**src/rtl/vga_frame_writer_if.sv**
```systemverilog
// Pixel write bus: one {address, colour} entry per valid/ready handshake.
// Master holds address and data stable while valid is high and ready is low.
interface vga_frame_writer_if #(
    parameter int ADDR_W = 10
) ();
    logic              oWrValid;
    logic              iWrReady;
    logic [ADDR_W-1:0] oWrAddr;
    logic [23:0]       oWrData;

    modport master (output oWrValid, output oWrAddr, output oWrData, input iWrReady);
    modport slave  (input oWrValid, input oWrAddr, input oWrData, output iWrReady);
endinterface

```
**src/rtl/vga_frame_writer.sv**
```systemverilog
// Captures one frame of 2-cycle pixels into a small FIFO and streams {addr, rgb} writes.
// Sample to oWrValid is 1 cycle; a full FIFO with no pop drops the pixel and sets oOverflow.
module vga_frame_writer #(
    parameter int H_ACTIVE   = 24,
    parameter int V_ACTIVE   = 16,
    parameter int FIFO_DEPTH = 4,
    parameter int ADDR_W     = $clog2(H_ACTIVE*V_ACTIVE)+1
) (
    input  logic                      iClk,
    input  logic                      iRst,
    input  logic                      iCaptureEn,
    input  logic                      iPixelSync,
    input  logic                      iPixelActive,
    input  logic [7:0]                iDataRed,
    input  logic [7:0]                iDataGreen,
    input  logic [7:0]                iDataBlue,
    vga_frame_writer_if.master        wr,
    output logic                      oBusy,
    output logic                      oFrameDone,
    output logic                      oOverflow,
    output logic                      oFrameError
);
    localparam int                TOTAL   = H_ACTIVE*V_ACTIVE;
    localparam int                PTR_W   = $clog2(FIFO_DEPTH);
    localparam logic [ADDR_W-1:0] TOTAL_A = ADDR_W'(TOTAL);
    localparam logic [ADDR_W-1:0] LAST_A  = ADDR_W'(TOTAL-1);

    typedef enum logic [1:0] {IDLE, WAIT_SYNC, CAPTURE, DRAIN} state_t;

    state_t              r_state;
    state_t              w_next;
    logic [ADDR_W-1:0]   r_cnt;
    logic                r_phase;
    logic [PTR_W:0]      r_wr_ptr;
    logic [PTR_W:0]      r_rd_ptr;
    logic [ADDR_W+23:0]  r_mem [FIFO_DEPTH];
    logic                r_overflow;
    logic                r_frame_error;
    logic                r_last_dropped;

    logic                w_empty;
    logic                w_full;
    logic                w_pop;
    logic                w_push;
    logic                w_drop;
    logic                w_sample;
    logic                w_frame_end;
    logic                w_early_sync;
    logic                w_cnt_clr;
    logic [ADDR_W+23:0]  w_head;

    assign w_empty      = (r_wr_ptr == r_rd_ptr);
    assign w_full       = (r_wr_ptr[PTR_W] != r_rd_ptr[PTR_W]) &&
                          (r_wr_ptr[PTR_W-1:0] == r_rd_ptr[PTR_W-1:0]);
    assign w_pop        = !w_empty && wr.iWrReady;
    assign w_frame_end  = (r_cnt == TOTAL_A);
    assign w_early_sync = (r_state == CAPTURE) && iPixelSync && !w_frame_end;
    // A sync restarts the frame, so it wins over a coincident sample.
    assign w_sample     = (r_state == CAPTURE) && iPixelActive && r_phase &&
                          !w_frame_end && !iPixelSync;
    assign w_push       = w_sample && (!w_full || w_pop);
    assign w_drop       = w_sample && !w_push;
    assign w_cnt_clr    = ((r_state == WAIT_SYNC) && iCaptureEn && iPixelSync) || w_early_sync;
    assign w_head       = r_mem[r_rd_ptr[PTR_W-1:0]];

    assign wr.oWrValid  = !w_empty;
    assign wr.oWrAddr   = w_empty ? '0 : w_head[ADDR_W+23:24];
    assign wr.oWrData   = w_empty ? '0 : w_head[23:0];

    assign oBusy        = (r_state == WAIT_SYNC) || (r_state == CAPTURE);
    assign oOverflow    = r_overflow;
    assign oFrameError  = r_frame_error;
    // If the final pixel was dropped, completion is signalled when the FIFO runs dry.
    assign oFrameDone   = (w_pop && (w_head[ADDR_W+23:24] == LAST_A)) ||
                          ((r_state == DRAIN) && w_empty && r_last_dropped);

    always_comb begin
        w_next = r_state;
        case (r_state)
            IDLE:      if (iCaptureEn) w_next = WAIT_SYNC;
            WAIT_SYNC: begin
                if (!iCaptureEn)     w_next = IDLE;
                else if (iPixelSync) w_next = CAPTURE;
            end
            CAPTURE:   if (w_frame_end) w_next = DRAIN;
            DRAIN:     if (w_empty) w_next = iCaptureEn ? WAIT_SYNC : IDLE;
            default:   w_next = IDLE;
        endcase
    end

    always_ff @(posedge iClk or posedge iRst) begin
        if (iRst) begin
            r_state        <= IDLE;
            r_cnt          <= '0;
            r_phase        <= 1'b0;
            r_wr_ptr       <= '0;
            r_rd_ptr       <= '0;
            r_overflow     <= 1'b0;
            r_frame_error  <= 1'b0;
            r_last_dropped <= 1'b0;
        end else begin
            r_state <= w_next;
            r_phase <= iPixelActive ? ~r_phase : 1'b0;
            if (w_cnt_clr) begin
                r_cnt          <= '0;
                r_last_dropped <= 1'b0;
            end else if (w_sample) begin
                r_cnt <= r_cnt + ADDR_W'(1);
                if (w_drop && (r_cnt == LAST_A)) r_last_dropped <= 1'b1;
            end
            if (w_push) r_wr_ptr <= r_wr_ptr + (PTR_W+1)'(1);
            if (w_pop)  r_rd_ptr <= r_rd_ptr + (PTR_W+1)'(1);
            if (w_drop)       r_overflow    <= 1'b1;
            if (w_early_sync) r_frame_error <= 1'b1;
        end
    end

    always_ff @(posedge iClk) begin
        if (w_push) r_mem[r_wr_ptr[PTR_W-1:0]] <= {r_cnt, iDataRed, iDataGreen, iDataBlue};
    end
endmodule

```
**src/flat_wrapper.sv**
```systemverilog
// flat-port wrapper written by rule: the top's interface ports become plain ports
module vga_frame_writer_flat 
#(
    parameter int H_ACTIVE   = 24,
    parameter int V_ACTIVE   = 16,
    parameter int FIFO_DEPTH = 4,
    parameter int ADDR_W     = $clog2(H_ACTIVE*V_ACTIVE)+1
)
  (iClk, iRst, iCaptureEn, iPixelSync, iPixelActive, iDataRed, iDataGreen, iDataBlue, oBusy, oFrameDone, oOverflow, oFrameError, wr_oWrValid, wr_oWrAddr, wr_oWrData, wr_iWrReady);
  vga_frame_writer_if #(.ADDR_W(ADDR_W)) wr_i ();
  input  logic iClk;
  input  logic iRst;
  input  logic iCaptureEn;
  input  logic iPixelSync;
  input  logic iPixelActive;
  input  logic [7:0] iDataRed;
  input  logic [7:0] iDataGreen;
  input  logic [7:0] iDataBlue;
  output logic oBusy;
  output logic oFrameDone;
  output logic oOverflow;
  output logic oFrameError;
  output wire logic [$bits(wr_i.oWrValid)-1:0] wr_oWrValid;
  output wire logic [$bits(wr_i.oWrAddr)-1:0] wr_oWrAddr;
  output wire logic [$bits(wr_i.oWrData)-1:0] wr_oWrData;
  input wire logic [$bits(wr_i.iWrReady)-1:0] wr_iWrReady;
  assign wr_oWrValid = wr_i.oWrValid;
  assign wr_oWrAddr = wr_i.oWrAddr;
  assign wr_oWrData = wr_i.oWrData;
  assign wr_i.iWrReady = wr_iWrReady;
  vga_frame_writer #(.H_ACTIVE(H_ACTIVE), .V_ACTIVE(V_ACTIVE), .FIFO_DEPTH(FIFO_DEPTH), .ADDR_W(ADDR_W)) u_core (.iClk(iClk), .iRst(iRst), .iCaptureEn(iCaptureEn), .iPixelSync(iPixelSync), .iPixelActive(iPixelActive), .iDataRed(iDataRed), .iDataGreen(iDataGreen), .iDataBlue(iDataBlue), .wr(wr_i), .oBusy(oBusy), .oFrameDone(oFrameDone), .oOverflow(oOverflow), .oFrameError(oFrameError));
endmodule
```
**config.mk**
```make
export PLATFORM = sky130hd
export DESIGN_NAME = vga_frame_writer_flat
export DESIGN_NICKNAME = d
export VERILOG_FILES = /design/src/rtl/vga_frame_writer_if.sv /design/src/rtl/vga_frame_writer.sv /design/src/flat_wrapper.sv
export SDC_FILE = /design/constraint.sdc
export NUM_CORES = 1
export LEC_CHECK = 0
export ABC_AREA = 1
export BUFFER_PORTS_ARGS = -buffer_cell sky130_fd_sc_hd__buf_2
export CAP_MARGIN = 10
export CORE_UTILIZATION = 58
export CTS_CLUSTER_DIAMETER = 100
export DETAILED_ROUTE_END_ITERATION = 10
export PLACE_DENSITY = 0.78
export SLEW_MARGIN = 0
export SYNTH_ARGS = -nofsm -noshare
export SYNTH_HDL_FRONTEND = slang
export SYNTH_SLANG_ARGS = --single-unit
```
**constraint.sdc**
```tcl
create_clock -name iClk -period 4.9 [get_ports iClk]
set_input_delay 0.98 -clock iClk [delete_from_list [all_inputs] [get_ports iClk]]
set_output_delay 0.98 -clock iClk [all_outputs]
set_load 0.01 [all_outputs]
```
**Yosys cells after proc, flatten, opt, wreduce, memory -nomap -nowiden**

Memory sizes are Yosys's and may differ from the RTL's.
Index checks and enable logic that the tools add are counted.

- Add/sub/neg operators: 3
- Eq/ne operators: 13
- Multiplexer cells: 17
- Bitwise operators: 1
- Reductions and logical operators: 30

Operator list:

| operator | count |
|---|---|
| equality test 10 x 9 -> 1 bit, second input constant | 3 |
| 2-to-1 mux 10 bit | 3 |
| 2-to-1 mux 24 bit | 1 |
| logical AND 1 bit | 16 |
| adder 10 x 1 -> 10 bit, second input constant | 1 |
| 2-to-1 mux 2 bit | 5 |
| case mux 2 bit (4 select lines) | 1 |
| 2-to-1 mux 1 bit | 7 |
| adder 3 x 1 -> 3 bit, second input constant | 2 |
| zero test 1 bit | 5 |
| equality test 2 bit, second input constant | 2 |
| logical OR 1 bit | 4 |
| != test 2 x 1 -> 1 bit, second input constant | 2 |
| AND reduction 4 bit | 1 |
| nonzero test 2 bit | 2 |
| equality test 3 bit | 1 |
| != test 3 bit, second input constant | 1 |
| equality test 2 x 1 -> 1 bit, second input constant | 1 |
| equality test 2 bit | 1 |
| zero test 2 bit | 1 |
| != test 2 bit, second input constant | 1 |
| AND reduction 2 bit | 1 |
| != test 1 bit | 1 |
| NOT 1 bit | 1 |

- Flip-flop bits (word level): 22
- Memory bits (writable): 136
- Input bits: 30
- Output and inout port bits: 39
- Logic and storage cells: 73
- Memories kept: 1

Memories:

| memory | depth | width | rd ports | clocked after Yosys merged registers in | write ports | RTL line | source |
|---|---|---|---|---|---|---|---|
| u_core.r_mem | 4 | 34 | 1 | 0 | 1 | vga_frame_writer.sv:36 | `logic [ADDR_W+23:0] r_mem [FIFO_DEPTH];` |

**Depth between registers and ports, before layout**

- Word-level depth: 12
- Depth in mapped cells: 11
- Gate-level depth less buffers: 10

**Worst setup path before layout**

No wires, ideal clock.

- Path type: in2reg
- From: input port iPixelSync
- To: memory u_core.r_mem[3][0] (netlist name), enable pin
- Data arrival time: 2.928 ns
- Required time: 4.475 ns
- Slack: 1.547 ns
- Stages: 6
- Path through: inv_1 > nand3_1 > nand3b_4 > nor2_4 > inv_1 > nor2_1

- Cells in the longest elaborated chain, start to end: 5

Ends and longest elaborated chain:

| what | RTL line | source |
|---|---|---|
| start: declaration | flat_wrapper.sv:14 | `input logic iPixelSync;` |
| zero test 1 bit | vga_frame_writer.sv:60 | `!w_frame_end && !iPixelSync;` |
| logical AND 1 bit | vga_frame_writer.sv:60 |  |
| logical AND 1 bit | vga_frame_writer.sv:61 | `assign w_push = w_sample && (!w_full \|\| w_pop);` |
| 2-to-1 mux 1 bit | vga_frame_writer.sv:119 | `if (w_push) r_mem[r_wr_ptr[PTR_W-1:0]] <= {r_cnt, iDataRed, iDataGreen, iDataBlue};` |
| 2-to-1 mux 1 bit (implied by the code) | vga_frame_writer.sv:119 |  |
| end: declaration | vga_frame_writer.sv:36 |  |

No other way between the ends.

**Final worst setup path**

- From: register u_core.r_rd_ptr[1]
- To: output port oFrameDone

- Cells in the longest elaborated chain, start to end: 5
- Elaborated cells between the ends (all ways): 9
- Those cells by class: eq/ne: 2; reduce/logical: 6; memory: 1

Ends and longest elaborated chain:

| what | RTL line | source |
|---|---|---|
| start: declaration | vga_frame_writer.sv:35 | `logic [PTR_W:0] r_rd_ptr;` |
| start signal: assignment | vga_frame_writer.sv:112 | `if (w_pop) r_rd_ptr <= r_rd_ptr + (PTR_W+1)'(1);` |
| parallel branches: the longest is 4 deep, another holds memory (4 x 34 bit) | n/a |  |
| logical OR 1 bit (*) | vga_frame_writer.sv:74 | `assign oFrameDone = (w_pop && (w_head[ADDR_W+23:24] == LAST_A)) \|\|` |
| end: declaration | flat_wrapper.sv:20 | `output logic oFrameDone;` |

Mark *: on every way between the ends.

==> results.cfg <==
[setup_path]
crit_path_top_delay_cell = nand3_2
path_delay_family = simple AND/OR/NAND/NOR gates
worst-path-buf-inv = 2
critPathMaxFanout = 40
cp_common_cell = nand2_1
setup.worst_path.class = flop to primary output
cp_cell_sequence = inv_2 -> nand2_1 -> nand2_1 -> nand3_2 -> nand2_1 -> nor2_1 -> nand3_1 -> nand2_1 -> buf_2
critPathCaptureType = primary output
start_kind = flop
max_stage_delay_ps = 680
cp.arrival_ps = 2840
crit_required_ps = 3920

[clocking]
cts-root-buf = clkbuf_16
cts_hold_buf = 0
cts_tree = done
numCtsBuffers = 17
htree_levels = 4
clk_pin_slew_ps = 60
insertion_delay_ps = 420
cts.sinks = 158
cts_setup_buffers = 0
cts_buffer_depth = 2
cts_resized = 0

[grt]
overflow = 0
grt_max_degree = 74
first_global_vias = 4437
antenna_found_initial = 0
grt_first_pass_wirelength_mm = 22.2
grt_usage = 0.236

[status]
violations = DRC
status = finished with violations

[sta]
fin_setup_tns_ps = 0
fin_crit_ps = 3820
finalSetupViolations = 0
worst_clock_skew_ps = 8.61
finalCritPeriodShare = 0.779
hold_violations = 0
slew_headroom = 0.264
rsz0062_at_grt = no
drv_slew = 0
worstMarginPinSlew_ps = 1100
fmax_mhz = 262

[cells_and_area]
drive_above_1_share = 0.184
nFillCells = 820
syn2layout_area_growth_pct = 13.3
fin_nets = 729
antenna_cells = 0

[route]
via_per_inst = 5.54
remaining_drc_errors = 6
drt_iter0_drc = 516
num_vias = 4669
wirelength_mm = 13.7
firstDrtPassIters = 9
drtAntennaViolNets = 0
wire_per_inst_um = 16.2

[min_path]
worstHoldPathType = flop to flop

[synthesis]
synth_area_leaders = edfxtp_1, dfrtp_1, nand2_1
ys_ff_latch = 158
seq_area_frac_synth = 0.661
synth_top_area_share = 0.582
syn-instance-count = 628
ys_warn_count = 0
synth_area_um2 = 7010
yosysUniqueCellTypes = 32
syn-num-nets = 670
synth_top_area_cell = edfxtp_1
syn_area_per_cell_um2 = 11.2

[die]
dieHeight_um = 112
initial_core_util = 0.604
rows = 39
io_pins = 69
coreArea_um2 = 11600
dieArea_um2 = 12500
dieWidth_um = 112

[run]
maxCapViolations = 0

[place]
portBuffers = 68
globalplace.congestion = 0.875
hpwl_mm = 7.86

[pwr]
peakVddDrop_mv = 0.262
power_mw = 4.32
leakagePower_nw = 3.36
powerDensity_nw_per_um2 = 543
-- per-layer routing --
metal,routed length [µm],track usage
met1,5800,0.300
met2,6940,0.393
met3,686,0.0474
met4,252,0.111
met5,0,0
-- power by group --
group	switching (mW)	internal, mW	total [mW]
clock	0.492	0.740	1.23
sequential	0.0427	1.50	1.55
combinational	1.02	0.514	1.54
total	1.56	2.76	4.32
-- path summary, 6_finish.rpt --
check | from | slack [ps] | cells past startpoint | endpoint
max | u_core.r_rd_ptr[1]$_DFFE_PP0P_ | 1080 | 9 | oFrameDone
min | u_core.r_phase$_DFF_PP0_ | 440 | 1 | u_core.r_phase$_DFF_PP0_
max reg2reg | u_core.r_cnt[0]$_DFFE_PP0P_ | 1890 | 9 | u_core.r_mem[3][17]$_DFFE_PP_
min reg2reg | u_core.r_phase$_DFF_PP0_ | 440 | 1 | u_core.r_phase$_DFF_PP0_
max in group asynchronous | iRst | 3540 | 2 | u_core.r_rd_ptr[0]$_DFFE_PP0P_
min in group asynchronous | iRst | 750 | 2 | u_core.r_wr_ptr[2]$_DFFE_PP0P_
-- area by class of cell --
class	count	area, µm²	area share
timing repair buffer	71	363	0.0457
tap	143	179	0.0225
inverter	77	289	0.0364
multi-input combinational	362	1920	0.242
clock inverter	13	124	0.0156
sequential	158	4640	0.584
clock buffer	19	433	0.0545
-- cells by family (layout without fill, tap and decap cells) --
kind of cell,count (synthesis),after routing,share of synthesized area
AND/OR/NAND/NOR,247,247,0.163
flip-flops,158,158,0.661
buffers and inverters,108,180,0.0696
AO/OA/AOI/OAI,95,95,0.0755
adder cells (fa/ha/maj),12,12,0.0214
XOR/XNOR,8,8,0.00999
-- cell usage in the layout (no fill, tap or decap), types with 2 or more instances in the layout --
| cell | count |
|---|---|
| nand4_1 | 5 |
| o21ai_0 | 59 |
| clkbuf_16 | 17 |
| dfrtp_1 | 21 |
| o211ai_1 | 7 |
| clkinv_1 | 2 |
| nor2_4 | 6 |
| edfxtp_1 | 136 |
| bufinv_16 | 2 |
| clkinvlp_4 | 3 |
| ha_1 | 12 |
| o22ai_1 | 24 |
| xor2_1 | 8 |
| nand2_4 | 2 |
| buf_2 | 68 |
| nor2_2 | 2 |
| nor2_1 | 67 |
| nand3_1 | 29 |
| inv_2 | 3 |
| clkinv_2 | 5 |
| buf_4 | 3 |
| nand3_2 | 11 |
| clkbuf_1 | 2 |
| inv_1 | 74 |
| nand2_1 | 118 |
| a21oi_1 | 3 |
-- state kept, by name (all words and copies together) (netlist names), named ones only --
| register | cells |
|---|---|
| u_core.r_rd_ptr | 3 |
| u_core.r_phase | 1 |
| u_core.r_cnt | 10 |
| u_core.r_mem | 136 |
| u_core.oOverflow | 1 |
| u_core.r_state | 1 |
| u_core.r_last_dropped | 1 |
| u_core.r_wr_ptr | 3 |
| u_core.oFrameError | 1 |
-- synth_stat cells (all sizes together) --
master,number
nand4,6
nor2,75
nand3b,2
nand2,122
nor4,1
clkbuf,7
o21ai,59
xor2,8
a21oi,3
or2,1
dfrtp,22
a311oi,1
inv,77
o211ai,7
ha,12
o21bai,1
edfxtp,136
nand3,40
buf,24
o22ai,24
-- stage by stage --
stage	instances	hold slack (ps)	utilization	instance area [µm²]	worst slack [ps]
after detailed placement	811	420	0.636	7390	1540
after CTS	843	432	0.684	7940	1060
final	843	437	0.684	7940	1080
after floorplan	628	400	-	7010	1550
after global routing	843	447	0.684	7940	826
after global placement	811	414	0.636	7390	1570
No activity file was read; power rests on OpenSTA's default activity.
